==> src/rtl/reduction_result_collector.sv <==
// Realigns valid/tag with the fixed-latency reduction tree, buffers each sum in a
// show-ahead FIFO and throttles upstream issue with credits so no result is lost.
module reduction_result_collector #(
  parameter int TREE_LATENCY = 21,
  parameter int FIFO_DEPTH   = 8,
  parameter int TAG_W        = 6,
  parameter int CNT_W        = 16
) (
  input  logic             clk_i,
  input  logic             rst_ni,
  input  logic             start_i,
  input  logic [CNT_W-1:0] frame_len_i,
  input  logic             in_valid_i,
  input  logic [TAG_W-1:0] in_tag_i,
  output logic             in_ready_o,
  input  logic [31:0]      tree_result_i,
  output logic             out_valid_o,
  input  logic             out_ready_i,
  output logic [31:0]      out_data_o,
  output logic [TAG_W-1:0] out_tag_o,
  output logic             out_last_o,
  output logic             busy_o,
  output logic             frame_done_o,
  output logic             overflow_err_o
);

  localparam int PTR_W = (FIFO_DEPTH > 1) ? $clog2(FIFO_DEPTH) : 1;
  localparam int OCC_W = PTR_W + 1;

  typedef enum logic [1:0] {IDLE, RUN, DRAIN, DONE} state_e;

  state_e           state_q;
  logic [CNT_W-1:0] frame_len_q, issued_q, popped_q;
  logic [OCC_W-1:0] outstanding_q, fifo_count_q;
  logic [PTR_W-1:0] wr_ptr_q, rd_ptr_q;
  logic             overflow_q;

  logic [TREE_LATENCY-1:0] pipe_valid_q;
  logic [TAG_W-1:0]        pipe_tag_q [TREE_LATENCY];

  logic [31:0]      mem_data_q [FIFO_DEPTH];
  logic [TAG_W-1:0] mem_tag_q  [FIFO_DEPTH];

  logic             accept, pop, push_req, push, fifo_full;
  logic [CNT_W-1:0] issued_d, popped_d;

  assign in_ready_o = (state_q == RUN) && (outstanding_q < OCC_W'(FIFO_DEPTH))
                      && (issued_q < frame_len_q);
  assign accept     = in_valid_i && in_ready_o;
  assign out_valid_o = (fifo_count_q != '0);
  assign pop        = out_valid_o && out_ready_i;
  assign fifo_full  = (fifo_count_q == OCC_W'(FIFO_DEPTH));
  assign push_req   = pipe_valid_q[TREE_LATENCY-1];
  // A full FIFO can still take a push when the head leaves in the same cycle.
  assign push       = push_req && (!fifo_full || pop);

  assign issued_d = issued_q + CNT_W'(1);
  assign popped_d = popped_q + CNT_W'(1);

  assign out_data_o     = out_valid_o ? mem_data_q[rd_ptr_q] : '0;
  assign out_tag_o      = out_valid_o ? mem_tag_q[rd_ptr_q]  : '0;
  assign out_last_o     = out_valid_o && (popped_q == frame_len_q - CNT_W'(1));
  assign busy_o         = (state_q != IDLE);
  assign frame_done_o   = (state_q == DONE);
  assign overflow_err_o = overflow_q;

  always_ff @(posedge clk_i or negedge rst_ni) begin
    if (!rst_ni) begin
      state_q     <= IDLE;
      frame_len_q <= '0;
      issued_q    <= '0;
      popped_q    <= '0;
    end else begin
      if (pop) popped_q <= popped_d;
      case (state_q)
        IDLE: begin
          if (start_i) begin
            if (frame_len_i != '0) begin
              frame_len_q <= frame_len_i;
              issued_q    <= '0;
              popped_q    <= '0;
              state_q     <= RUN;
            end else begin
              state_q <= DONE;
            end
          end
        end
        RUN: begin
          if (accept) begin
            issued_q <= issued_d;
            if (issued_d == frame_len_q) state_q <= DRAIN;
          end
        end
        DRAIN: begin
          if (pop && (popped_d == frame_len_q)) state_q <= DONE;
        end
        default: state_q <= IDLE;
      endcase
    end
  end

  // Credits: results in the tree plus results waiting in the FIFO.
  always_ff @(posedge clk_i or negedge rst_ni) begin
    if (!rst_ni) begin
      outstanding_q <= '0;
    end else if (accept && !pop) begin
      outstanding_q <= outstanding_q + OCC_W'(1);
    end else if (pop && !accept) begin
      outstanding_q <= outstanding_q - OCC_W'(1);
    end
  end

  generate
    for (genvar gi = 0; gi < TREE_LATENCY; gi++) begin : g_align
      always_ff @(posedge clk_i or negedge rst_ni) begin
        if (!rst_ni) begin
          pipe_valid_q[gi] <= 1'b0;
          pipe_tag_q[gi]   <= '0;
        end else if (gi == 0) begin
          pipe_valid_q[gi] <= accept;
          pipe_tag_q[gi]   <= in_tag_i;
        end else begin
          pipe_valid_q[gi] <= pipe_valid_q[(gi == 0) ? 0 : gi - 1];
          pipe_tag_q[gi]   <= pipe_tag_q[(gi == 0) ? 0 : gi - 1];
        end
      end
    end
  endgenerate

  always_ff @(posedge clk_i) begin
    if (push) begin
      mem_data_q[wr_ptr_q] <= tree_result_i;
      mem_tag_q[wr_ptr_q]  <= pipe_tag_q[TREE_LATENCY-1];
    end
  end

  always_ff @(posedge clk_i or negedge rst_ni) begin
    if (!rst_ni) begin
      wr_ptr_q     <= '0;
      rd_ptr_q     <= '0;
      fifo_count_q <= '0;
      overflow_q   <= 1'b0;
    end else begin
      if (push) wr_ptr_q <= wr_ptr_q + PTR_W'(1);
      if (pop)  rd_ptr_q <= rd_ptr_q + PTR_W'(1);
      if (push && !pop)      fifo_count_q <= fifo_count_q + OCC_W'(1);
      else if (pop && !push) fifo_count_q <= fifo_count_q - OCC_W'(1);
      if (push_req && !push) overflow_q <= 1'b1;
    end
  end

endmodule
==> config.mk <==
export PLATFORM = sky130hd
export DESIGN_NAME = reduction_result_collector
export DESIGN_NICKNAME = d
export VERILOG_FILES = /design/src/rtl/reduction_result_collector.sv
export SDC_FILE = /design/constraint.sdc
export NUM_CORES = 1
export LEC_CHECK = 0
export ABC_AREA = 0
export CORE_AREA = 4 4 245 247
export DETAILED_ROUTE_END_ITERATION = 8
export DIE_AREA = 0 0 249 251
export GPL_TIMING_DRIVEN = 0
export PLACE_DENSITY_LB_ADDON = 0.1
export SETUP_SLACK_MARGIN = 0.02
export SLEW_MARGIN = 40
export SYNTH_ARGS = -nofsm -noshare
export SYNTH_HDL_FRONTEND = slang
export SYNTH_SLANG_ARGS = --single-unit
==> constraint.sdc <==
create_clock -name clk_i -period 4.1 [get_ports clk_i]
set_input_delay 0.41 -clock clk_i [delete_from_list [all_inputs] [get_ports clk_i]]
set_output_delay 0.41 -clock clk_i [all_outputs]
set_load 0.01 [all_outputs]
==> flow_metrics.py <==
metrics = {
    "timing": {
        "max_freq_mhz": 253.1,
        "slew_headroom_pct": 46.62,
        "post-route-period-util_pct": 96.36,
        "rsz0062_at_grt": "yes",
        "drv_slew": 0,
        "hold_viol": 0,
        "fin_skew_ns": 0.01905,
        "setup_viol": 0,
        "period_needed_ns": 3.951,
        "worst_pin_slew_ns": 0.8007,
        "whs_ns": 0.2544,
    },
    "min_path": {
        "hold_class": "input pin to flop",
        "whs_path_depth": 1,
        "worstHoldStart": "in_tag_i[2]",
    },
    "synthesis": {
        "synth_top_area_cell": "edfxtp_1",
        "yosysUniqueCellTypes": 60,
        "ys_seq_elements": 516,
        "post-synth-top-count-cell": "edfxtp_1",
        "yosys-top-cells-area": "edfxtp_1 45%, dfrtp_1 26%, mux4_2 8.5%",
        "syn_avg_cell_area_um2": 16.45,
        "synthCells": 1222,
        "netlist_area_um2": 20100,
        "synth_top_area_share_pct": 45.42,
        "synthTopCellsByCount": "304 x edfxtp_1, 212 x dfrtp_1, 83 x nor2_1, 76 x mux4_2, 54 x nand2_1",
        "synth_edf_count": 304,
        "syn_nets": 1314,
        "yosys_warnings": 0,
        "synthArstFlopShare_pct": 41.09,
        "ys_seq_area_share_pct": 71.81,
        "synth_flop_cell": "edfxtp_1",
    },
    "setup_path": {
        "start_kind": "flop",
        "r2r_start": "frame_len_q[7]",
        "arrival_ns": 3.54,
        "rr_worst_depth": 15,
        "startpoint": "frame_len_q[1]",
        "cp-end-kind": "output port",
        "worst_ep_required_time_ns": 3.69,
        "crit_path_max_fanout": 4,
        "worst-setup-path-type": "flop to output port",
    },
    "floorplanning": {
        "core-area_um2": 57590,
        "start_util_pct": 34.91,
        "num_rows": 88,
        "die_w_um": 249,
        "die_y_um": 251,
        "die-area_um2": 62500,
        "num_io_pins": 103,
    },
    "global_routing": {
        "grt_overflow_total": 0,
        "grt_max_degree": 62,
        "grt_pass1_vias": 11210,
        "grt_pass1_wl_um": 68940,
        "antenna_found_initial": 0,
        "grt_usage_pct": 14.25,
    },
    "pwr": {
        "p_per_area_nw_per_um2": 643.8,
        "peakVddDrop_v": 0.0003944,
        "leakage_nw": 9.013,
        "p_total_mw": 15.83,
    },
    "route": {
        "first_pass_iters": 6,
        "dr_wl_met3_um": 1720,
        "highest_layer": "met4",
        "drtIter0Drc": 546,
        "antenna_left": 0,
        "via_per_inst": 4.829,
        "wirelength_um": 44250,
        "routedWlPerCell_um": 19.91,
        "vias": 10730,
        "remaining_drc_errors": 0,
        "wl_met1_um": 19680,
        "wl_met2_um": 21940,
    },
    "layout": {
        "drive_gt1_share_pct": 16.88,
        "area_growth_pct": 22.28,
        "fillers": 5186,
        "antenna_cells": 0,
        "final_nets": 1505,
    },
    "placement": {
        "place.gp.congestion": 0.7718,
        "hpwlAfterDp_um": 29630,
        "placement.io_buffers": 102,
    },
    "clock_tree": {
        "clock_latency_ns": 0.60,
        "root_buffer": "clkbuf_16",
        "h-tree-depth": 2,
        "cts_buffers": 55,
        "cts_max_path_buffers": 3,
        "cts_setup_buffers": 0,
        "cts_tree": "built",
        "clk_pin_slew_ns": 0.06,
        "clock-sinks": 516,
    },
    "flow_run": {
        "maxCapViolations": 0,
    },
    "status": {
        "outcome": "finished, final reports clean",
    },
}
repair_timing:
action                     4_1_cts  5_1_grt
gates resized for setup          6        7
hold buffers                     1        0
setup endpoints to repair       10        6
hold endpoints to repair        46        0
layout by cell type, fill, tap and decap left out, types with 43 or more instances in the layout:
| cell | Yosys | layout |
|---|---|---|
| xnor2_1 | 43 | 43 |
| dfrtp_1 | 212 | 212 |
| clkbuf_16 | 0 | 56 |
| nor2_1 | 83 | 77 |
| o21ai_0 | 48 | 48 |
| edfxtp_1 | 304 | 304 |
| clkdlybuf4s50_1 | 0 | 101 |
| mux2i_1 | 43 | 43 |
| nand2_1 | 54 | 54 |
| mux4_2 | 76 | 76 |
stage by stage:
stage / util, % / cell area [um2] / std cells / TNS (ns) / setup WS, ns
after floorplan: - / 20110 / 1222 / 0 / 0.9376
after global placement: 38.36 / 22090 / 2089 / -1853.26 / -6.414
after detailed placement: 39.48 / 22730 / 2121 / 0 / 0.1532
after CTS: 42.66 / 24560 / 2223 / 0 / 0.05282
after global routing: 42.68 / 24580 / 2222 / -0.07887 / -0.07887
final: 42.68 / 24580 / 2222 / 0 / 0.1493
final timing paths:
path | slack, ns | end
max in group asynchronous | 2.85 | pipe_tag_q[7]
worst max-delay path | 0.15 | out_last_o
worst min register to register | 0.33 | pipe_valid_q[6]
worst max register to register | 0.33 | outstanding_q[3]
min in group asynchronous | 0.28 | issued_q[13]
worst min-delay path | 0.25 | pipe_tag_q[122]
flip-flops by register name, indices dropped and copies added (netlist names):
signal and flops:
wr_ptr_q 3, overflow_err_o 1, pipe_tag_q 126, push_req 1
popped_q 16, outstanding_q 4, fifo_count_q 4, pipe_valid_q 20
mem_tag_q 48, mem_data_q 256, rd_ptr_q 3, frame_len_q 16
issued_q 16, state_q 2
cell type report:
class	count	area [um2]	share of cell area, %
Inverter	29	108.9	0.4429
Tap cell	765	957.2	3.894
Buffer	62	289.0	1.176
Sequential cell	516	14430	58.72
Multi-Input combinational cell	614	5398	21.96
Clock inverter	34	326.6	1.329
Timing Repair Buffer	135	1594	6.485
Clock buffer	67	1473	5.991
critical path, cell delays in order, from the launching register on:
cell	delay, ns
dfrtp_1	0.45
inv_1	0.15
ha_1	0.23
and3_4	0.22
nand3_1	0.16
nor3_2	0.20
xnor2_1	0.18
nand4_1	0.15
or4_1	0.47
a21oi_2	0.16
clkdlybuf4s50_1	0.56
cell families after synthesis:
kind of cell | count (synthesis) | synth area share [%]
AO/OA/AOI/OAI | 123 | 3.754
flip-flops | 516 | 71.81
buffers and inverters | 92 | 1.855
adder cells (fa/ha/maj) | 33 | 2.129
XOR/XNOR | 71 | 3.094
multiplexers | 123 | 10.88
AND/OR/NAND/NOR | 264 | 6.480
report_power, final:
group	switching [mW]	leakage [nW]	internal [mW]
clock	2.03	0.885	2.88
sequential	0.294	5.34	5.90
combinational	2.48	2.79	2.24
per-layer routing:
layer  vias up  GRT usage (%)
li1       4988              -
met1      5487          19.24
met2       188          23.95
met3        67          2.886
met4         0          3.478
met5         -              0
No activity file was read; power rests on OpenSTA's default activity.
